--- src/rtl/sel_priority_encoder_pkg.sv ---
// Shared types and helpers for the vending-machine selection encoder.
// Holds the FSM state type, the input-count ceiling and the highest-set-bit helper.
package vm_pkg;

  localparam int unsigned MAX_SEL_IN = 32;
  localparam int unsigned MAX_CODE_W = $clog2(MAX_SEL_IN);

  typedef enum logic {
    IDLE    = 1'b0,
    PRESENT = 1'b1
  } sel_state_e;

  // Later (higher) indices overwrite earlier ones, so the result is the top set bit.
  function automatic logic [MAX_CODE_W-1:0] highest_set(input logic [MAX_SEL_IN-1:0] v);
    highest_set = '0;
    for (int unsigned i = 0; i < MAX_SEL_IN; i++) begin
      if (v[i]) highest_set = MAX_CODE_W'(i);
    end
  endfunction

endpackage

--- src/rtl/sel_priority_encoder_debounce.sv ---
// Single-bit 2-FF synchroniser followed by a stability counter.
// o_level follows the synchronised input only after DEB_CYCLES identical samples.
module sel_debounce #(
  parameter int unsigned DEB_CYCLES = 4
) (
  input  logic clk,
  input  logic rst_n,
  input  logic i_din,
  output logic o_level
);

  localparam int unsigned CNT_W = (DEB_CYCLES < 2) ? 1 : $clog2(DEB_CYCLES + 1);

  logic [1:0]       r_sync;
  logic [CNT_W-1:0] r_cnt;
  logic             r_level;

  // Counter tracks how long the synchronised sample has disagreed with the filtered level.
  always_ff @(posedge clk or negedge rst_n) begin
    if (!rst_n) begin
      r_sync  <= '0;
      r_cnt   <= '0;
      r_level <= 1'b0;
    end else begin
      r_sync <= {r_sync[0], i_din};
      if (r_sync[1] == r_level) begin
        r_cnt <= '0;
      end else if (r_cnt == CNT_W'(DEB_CYCLES - 1)) begin
        r_level <= r_sync[1];
        r_cnt   <= '0;
      end else begin
        r_cnt <= r_cnt + 1'b1;
      end
    end
  end

  assign o_level = r_level;

endmodule

--- src/rtl/sel_priority_encoder.sv ---
// Registered priority encoder: sticky button requests issued highest-index first via valid/ack.
// Optional input debounce enabled by defining SEL_ENC_DEBOUNCE_EN.
module sel_priority_encoder
  import vm_pkg::*;
#(
  parameter  int unsigned N_IN       = 8,
  parameter  int unsigned DEB_CYCLES = 4,
  localparam int unsigned CODE_W     = $clog2(N_IN)
) (
  input  logic              clk,
  input  logic              rst_n,
  input  logic              enable,
  input  logic              flush,
  input  logic [N_IN-1:0]   sel_in,
  output logic [CODE_W-1:0] sel_code,
  output logic              sel_valid,
  input  logic              sel_ack,
  output logic [N_IN-1:0]   pending,
  output logic              none
);

  if (N_IN < 2 || N_IN > MAX_SEL_IN) begin : g_bad_n_in
    $error("sel_priority_encoder: N_IN out of range 2..32");
  end
  if (DEB_CYCLES < 1) begin : g_bad_deb
    $error("sel_priority_encoder: DEB_CYCLES must be at least 1");
  end

  logic [N_IN-1:0]   w_level;
  logic [N_IN-1:0]   w_rise;
  logic [N_IN-1:0]   r_hist;
  logic [N_IN-1:0]   r_pending;
  logic [N_IN-1:0]   w_pending_nxt;
  logic [CODE_W-1:0] r_code;
  logic [CODE_W-1:0] w_code_nxt;
  logic              r_valid;
  logic              w_valid_nxt;
  sel_state_e        r_state;
  sel_state_e        w_state_nxt;

`ifdef SEL_ENC_DEBOUNCE_EN
  for (genvar gi = 0; gi < N_IN; gi++) begin : g_deb
    sel_debounce #(.DEB_CYCLES(DEB_CYCLES)) u_deb (
      .clk     (clk),
      .rst_n   (rst_n),
      .i_din   (sel_in[gi]),
      .o_level (w_level[gi])
    );
  end
`else
  assign w_level = sel_in;
`endif

  assign w_rise = w_level & ~r_hist & {N_IN{enable}};

  always_ff @(posedge clk or negedge rst_n) begin
    if (!rst_n) r_hist <= '0;
    else        r_hist <= w_level;
  end

  // Ack clears before capture is OR-ed in, so a coincident re-press keeps its bit set.
  always_comb begin
    w_state_nxt   = r_state;
    w_code_nxt    = r_code;
    w_valid_nxt   = r_valid;
    w_pending_nxt = r_pending;
    if (flush) begin
      w_state_nxt   = IDLE;
      w_code_nxt    = '0;
      w_valid_nxt   = 1'b0;
      w_pending_nxt = '0;
    end else begin
      case (r_state)
        IDLE: begin
          if (enable && (r_pending != '0)) begin
            w_code_nxt  = CODE_W'(highest_set(MAX_SEL_IN'(r_pending)));
            w_valid_nxt = 1'b1;
            w_state_nxt = PRESENT;
          end
        end
        PRESENT: begin
          if (sel_ack) begin
            w_pending_nxt[r_code] = 1'b0;
            w_valid_nxt           = 1'b0;
            w_state_nxt           = IDLE;
          end
        end
        default: w_state_nxt = IDLE;
      endcase
      w_pending_nxt = w_pending_nxt | w_rise;
    end
  end

  always_ff @(posedge clk or negedge rst_n) begin
    if (!rst_n) begin
      r_state   <= IDLE;
      r_code    <= '0;
      r_valid   <= 1'b0;
      r_pending <= '0;
    end else begin
      r_state   <= w_state_nxt;
      r_code    <= w_code_nxt;
      r_valid   <= w_valid_nxt;
      r_pending <= w_pending_nxt;
    end
  end

  assign sel_code  = r_code;
  assign sel_valid = r_valid;
  assign pending   = r_pending;
  assign none      = (r_pending == '0) && !r_valid;

endmodule
--- config.mk ---
export PLATFORM = sky130hd
export DESIGN_NAME = sel_priority_encoder
export DESIGN_NICKNAME = d
export VERILOG_FILES = /design/src/rtl/sel_priority_encoder_pkg.sv /design/src/rtl/sel_priority_encoder_debounce.sv /design/src/rtl/sel_priority_encoder.sv
export SDC_FILE = /design/constraint.sdc
export NUM_CORES = 1
export LEC_CHECK = 0
export BUFFER_PORTS_ARGS = -buffer_cell sky130_fd_sc_hd__clkbuf_2
export CORE_UTILIZATION = 52
export CTS_CLUSTER_DIAMETER = 200
export DETAILED_ROUTE_END_ITERATION = 8
export MAX_ROUTING_LAYER = met4
export PLACE_DENSITY = 0.91
export RECOVER_POWER = 25
export SLEW_MARGIN = 20
export SYNTH_ARGS = -nofsm -noshare
export SYNTH_HDL_FRONTEND = slang
export SYNTH_SLANG_ARGS = --single-unit
--- constraint.sdc ---
create_clock -name clk -period 2.55 [get_ports clk]
set_clock_uncertainty 0.15 [all_clocks]
set_input_delay 0.255 -clock clk [delete_from_list [all_inputs] [get_ports clk]]
set_output_delay 0.255 -clock clk [all_outputs]
set_load 0.01 [all_outputs]
Word-level counts from Yosys, hierarchy flattened
Cells that the tools add are included.
{"block": "word_totals", "word_cells": 50, "regBits": 21}
{"block": "classes", "mux": 24, "n_bitwise": 7, "reduce_logical": 9, "n_eq_ne": 3, "magnitude_cmp": 2}
{"operator": "two-way mux 8 bit", "count": 4}
{"operator": "two-way mux 3 bit", "count": 9}
{"operator": "AND 8 bit", "count": 3}
{"operator": "NOT 8 bit", "count": 2}
{"operator": "zero test 8 bit", "count": 1}
{"operator": "two-way mux 1 bit", "count": 8}
{"operator": "bitwise OR 8 bit", "count": 1}
{"operator": "nonzero test 8 bit", "count": 1}
{"operator": "inequality test 3 bit, second input constant", "count": 2}
{"operator": "< comparator 3 x 4 -> 1 bit, second input constant", "count": 1}
{"operator": "case mux 1 bit (2 select lines)", "count": 2}
{"operator": "AND reduction 2 bit", "count": 2}
{"operator": "demux 1 bit (select 3 bit)", "count": 1}
{"operator": "greater-or-equal comparator 3 x 1 -> 1 bit, second input constant", "count": 1}
{"operator": "logical AND 1 bit", "count": 3}
{"operator": "inequality test 2 bit, second input constant", "count": 1}
{"operator": "nonzero test 2 bit", "count": 1}
{"operator": "zero test 1 bit", "count": 1}
{"operator": "NOT 1 bit", "count": 1}

Logic depth before layout (Yosys ltp)
{"block": "logic_depth", "depth_word": 11, "ltp_mapped": 5, "depth_no_buf": 4}

Least setup slack after synthesis
Ideal clock, no wire load.
{"block": "synth_path", "path_kind": "register to output", "startpoint": "register r_pending[3], in the netlist pending[3]", "endpoint": "output port none", "t_arrival_ps": 1028, "stages_incl_launch_ff": 4, "n_path_buf": 0, "setup_slack_ps": 1117, "cell_sequence": "dfrtp_1 -> nor4_2 -> nand2_1 -> nor2_1"}
{"block": "synth_via", "elab_chain_len": 2}
{"element": "from (decl)", "line": "sel_priority_encoder.sv:32", "text": "logic [N_IN-1:0] r_pending;"}
{"element": "from (signal assigned)", "line": "sel_priority_encoder.sv:104", "text": "r_pending <= w_pending_nxt;"}
{"element": "zero test 8 bit", "line": "sel_priority_encoder.sv:111", "text": "assign none = (r_pending == '0) && !r_valid;"}
{"element": "logical AND 1 bit", "line": "sel_priority_encoder.sv:111"}
{"element": "to (decl)", "line": "sel_priority_encoder.sv:19", "text": "output logic none"}
Every way passes these cells.

Final worst setup path
{"block": "layout_path", "startpoint": "register r_pending[5], in the netlist pending[5]", "endpoint": "output port none"}
Same word-level chain as after synthesis.

==> metrics.md <==
| Metric | Value |
|---|---|
| Final hold vios | 0 |
| Initial DRC count | 23 |
| Worst min-delay path category | primary input to register |
| Crit-path cells | nor4_4, nand2_1, nor2_1, clkbuf_2 |
| Fmax | between 500 and 600 MHz |
| DP Area | 1000 µm² |
| Commonest non-fill, non-tap cell in the layout | dfrtp_1 |
| Ports | 26 |
| Worst-Skew Late Latency | approximately 300 ps |
| R2R setup slack | roughly 1100 ps |
| Power density over cell area | between 500 and 600 nW/µm² |
| CTS clk-pin slew, worst paths | ~110 ps |
| Final period demand of the worst path | between 1500 and 2000 ps |
| Setup crit start | pending[5]$_DFF_PN0_ |
| Area occupied by multi-input gates | about 320 µm² |
| CP Class | register to output pin |
| Layout area overhead | 28.5% |
| Die W | between 40 and 50 µm |
| Register area share after synthesis | 0.607 |
| RSZ-0062 raised after global routing | false |
| Yosys reg bits | 21 |
| Ant. Diodes | 0 |
| Gp weighted congestion | between 0.7 and 0.8 |
| Worst path max stage delay | about 470 ps |
| VDD IR-drop max | around 0.00040 V |
| Antenna violations before repair | 0 |
| Design Area, Final | around 1100 µm² |
| Final nets | 127 |
| CP Max Fanout | 5 |
| Overall die height | about 43 µm |
| Largest net degree at the start of global routing | 22 |
| Mapped cell area | 866 µm² |
| Final Max Tran Viols | 0 |
| Vias after detailed routing | roughly 730 |
| Req. time, crit path | between 2000 and 2500 ps |
| Clock Path Buffers | 2 |
| Register area | approximately 530 µm² |
| Starting Density | 0.568 |
| Die ar. | 1830 µm² |
| Num CTS Buffers | 3 |
| Synth Warn # | 0 |
| Hold Slack | roughly 15 ps |
| Clock sink count | 21 |
| Crit-path slowest cell | dfrtp_1 |
| Vias in the first global route | a little under 800 |
| Syn Area/Cell | 11.2 µm² |
| Stages on the worst setup path | 4 |
| DR pass1 iterations | 4 |
| Fill count | 113 |
| Port-buffer cells | 25 |
| Startpoint Class | register |
| CTS Hold Bufs | 9 |
| DR vias/cell | around 5.6 |
| Layout cell share with drive strength beyond 1 | 0.239 |
| Worst setup path endpoint | none |
| Overall Power | between 0.0006 and 0.0007 W |
| Row count | 14 |
| Worst-Margin Slew | 1070 ps |
| CTS tree | done |
| Setup_tns | 0 ps |
| Core area | roughly 1500 µm² |
| First-pass GRT wire length | 3290 µm |
| Status | finished, final reports clean |
| Tcrit/Tclk final | 0.728 |
| WP buf/inv | 1 |
| Cts repair resizes | 0 |
| Crit. End Element | output pin |
| Antenna Violating Nets Remaining | 0 |
| GR Overflow Total | 0 |
| Slew margin rel. | 0.283 |
| Synth unique cells | 19 |
| Top Family by Delay on Critical Path | simple AND/OR/NAND/NOR gates |
| Gr usage total | 0.257 |
| CTS H-tree depth | 1 |
| Post-Syn Nets | 90 |
| Setup violators final | 0 |
| R2r startpoint | pending[5]$_DFF_PN0_ |
| Worst Path Arrival | between 1000 and 1500 ps |
| Leak | 0.499 nW |
| DP Wirelength | roughly 1300 µm |
| Wire per inst | 15.4 µm |
| # DRC | 0 |
| Max Cap Viol | 0 |
| Most frequent cells in the layout | dfrtp_1 (21), clkbuf_2 (20), a21oi_1 (11) |
| Setup Fix Bufs, Post-CTS | 0 |
| Drt total wl | between 1500 and 2000 µm |
| Clock root buffer | clkbuf_4 |
| R2r worst-path depth | 3 |
| Finished Core Util | 0.730 |
| Reg2reg end | sel_code[1]$_DFFE_PN0P_ |
| Syn Inst Count | slightly below 80 |
[area by class of cell]
cell class,instances,share of cell area
sequential,21,0.472
clock buffer,4,0.0236
inverter,3,0.0101
multi-input combinational,51,0.288
tap,16,0.0180
timing repair buffer,34,0.188
[worst min-delay path by stage]
stage / from / end / slack, ps / depth (start not counted)
6_report: sel_ack / sel_valid$_DFFE_PN0P_ / 10 / 2
5_1_grt: sel_ack / sel_valid$_DFFE_PN0P_ / 20 / 2
4_1_cts: sel_ack / sel_valid$_DFFE_PN0P_ / 3 / 2
3_5_place_dp: rst_n / pending[0]$_DFF_PN0_ / 90 / 1
3_3_place_gp: rst_n / pending[0]$_DFF_PN0_ / 80 / 1
2_1_floorplan: rst_n / pending[0]$_DFF_PN0_ / -190 / 0
[cells by family after synthesis]
logic type / share of synthesized area
compound gates: 0.163
buf+inv: 0.0231
flops: 0.607
simple gates: 0.207
[worst reg2reg max path, delay by kind of cell, from the launching register on]
family / cells / cell delay [ps]
AND/OR/NAND/NOR: 1 / 370
flip-flops: 1 / 470
AO/OA/AOI/OAI: 2 / 420
[cells in the mapped netlist, drive strengths merged]
| library cell | instances | area [µm²] |
|---|---|---|
| dfrtp | 21 | 526 |
| nand2b | 3 | 18.8 |
| nor3 | 3 | 20.0 |
| nand3b | 9 | 67.6 |
| o21ai | 6 | 30.0 |
| inv | 3 | 11.3 |
| o31ai | 2 | 15.0 |
| nor2 | 7 | 26.3 |
| a211oi | 3 | 22.5 |
| o311a | 1 | 10.0 |
| nand3 | 1 | 5.00 |
| buf | 1 | 5.00 |
| a21oi | 12 | 63.8 |
| nor4 | 2 | 33.8 |
| nand2 | 2 | 7.51 |
| clkbuf | 1 | 3.75 |
[state kept, by name (all words and copies together), names as in the netlist]
signal and cells:
pending 8, r_hist 8, r_state 1, sel_code 3, sel_valid 1
[power by group]
| group | total [W] | switching, W | leakage, nW | internal (W) |
|---|---|---|---|---|
| Combinational | 0.000115 | 0.0000611 | 0.216 | 0.0000536 |
| Clock | 0.000156 | 0.0000951 | 0.0150 | 0.0000609 |
| Sequential | 0.000380 | 0.0000253 | 0.268 | 0.000355 |
| Total | 0.000650 | 0.000181 | 0.499 | 0.000469 |
[through the flow]
stage / setup slack (ps) / instances
finish: 693 / 129
global route: 604 / 129
floorplan: 1120 / 77
global placement: 1080 / 116
CTS: 690 / 129
detailed placement: 1030 / 116
[layer usage]
metal  vias up  wire [µm]  track usage
li1        347          -            -
met1       348        825        0.279
met2        26       1060        0.455
met3         4         73       0.0255
met4         0         27        0.138
met5         -          0            -
(Power assumes the default switching activity.)
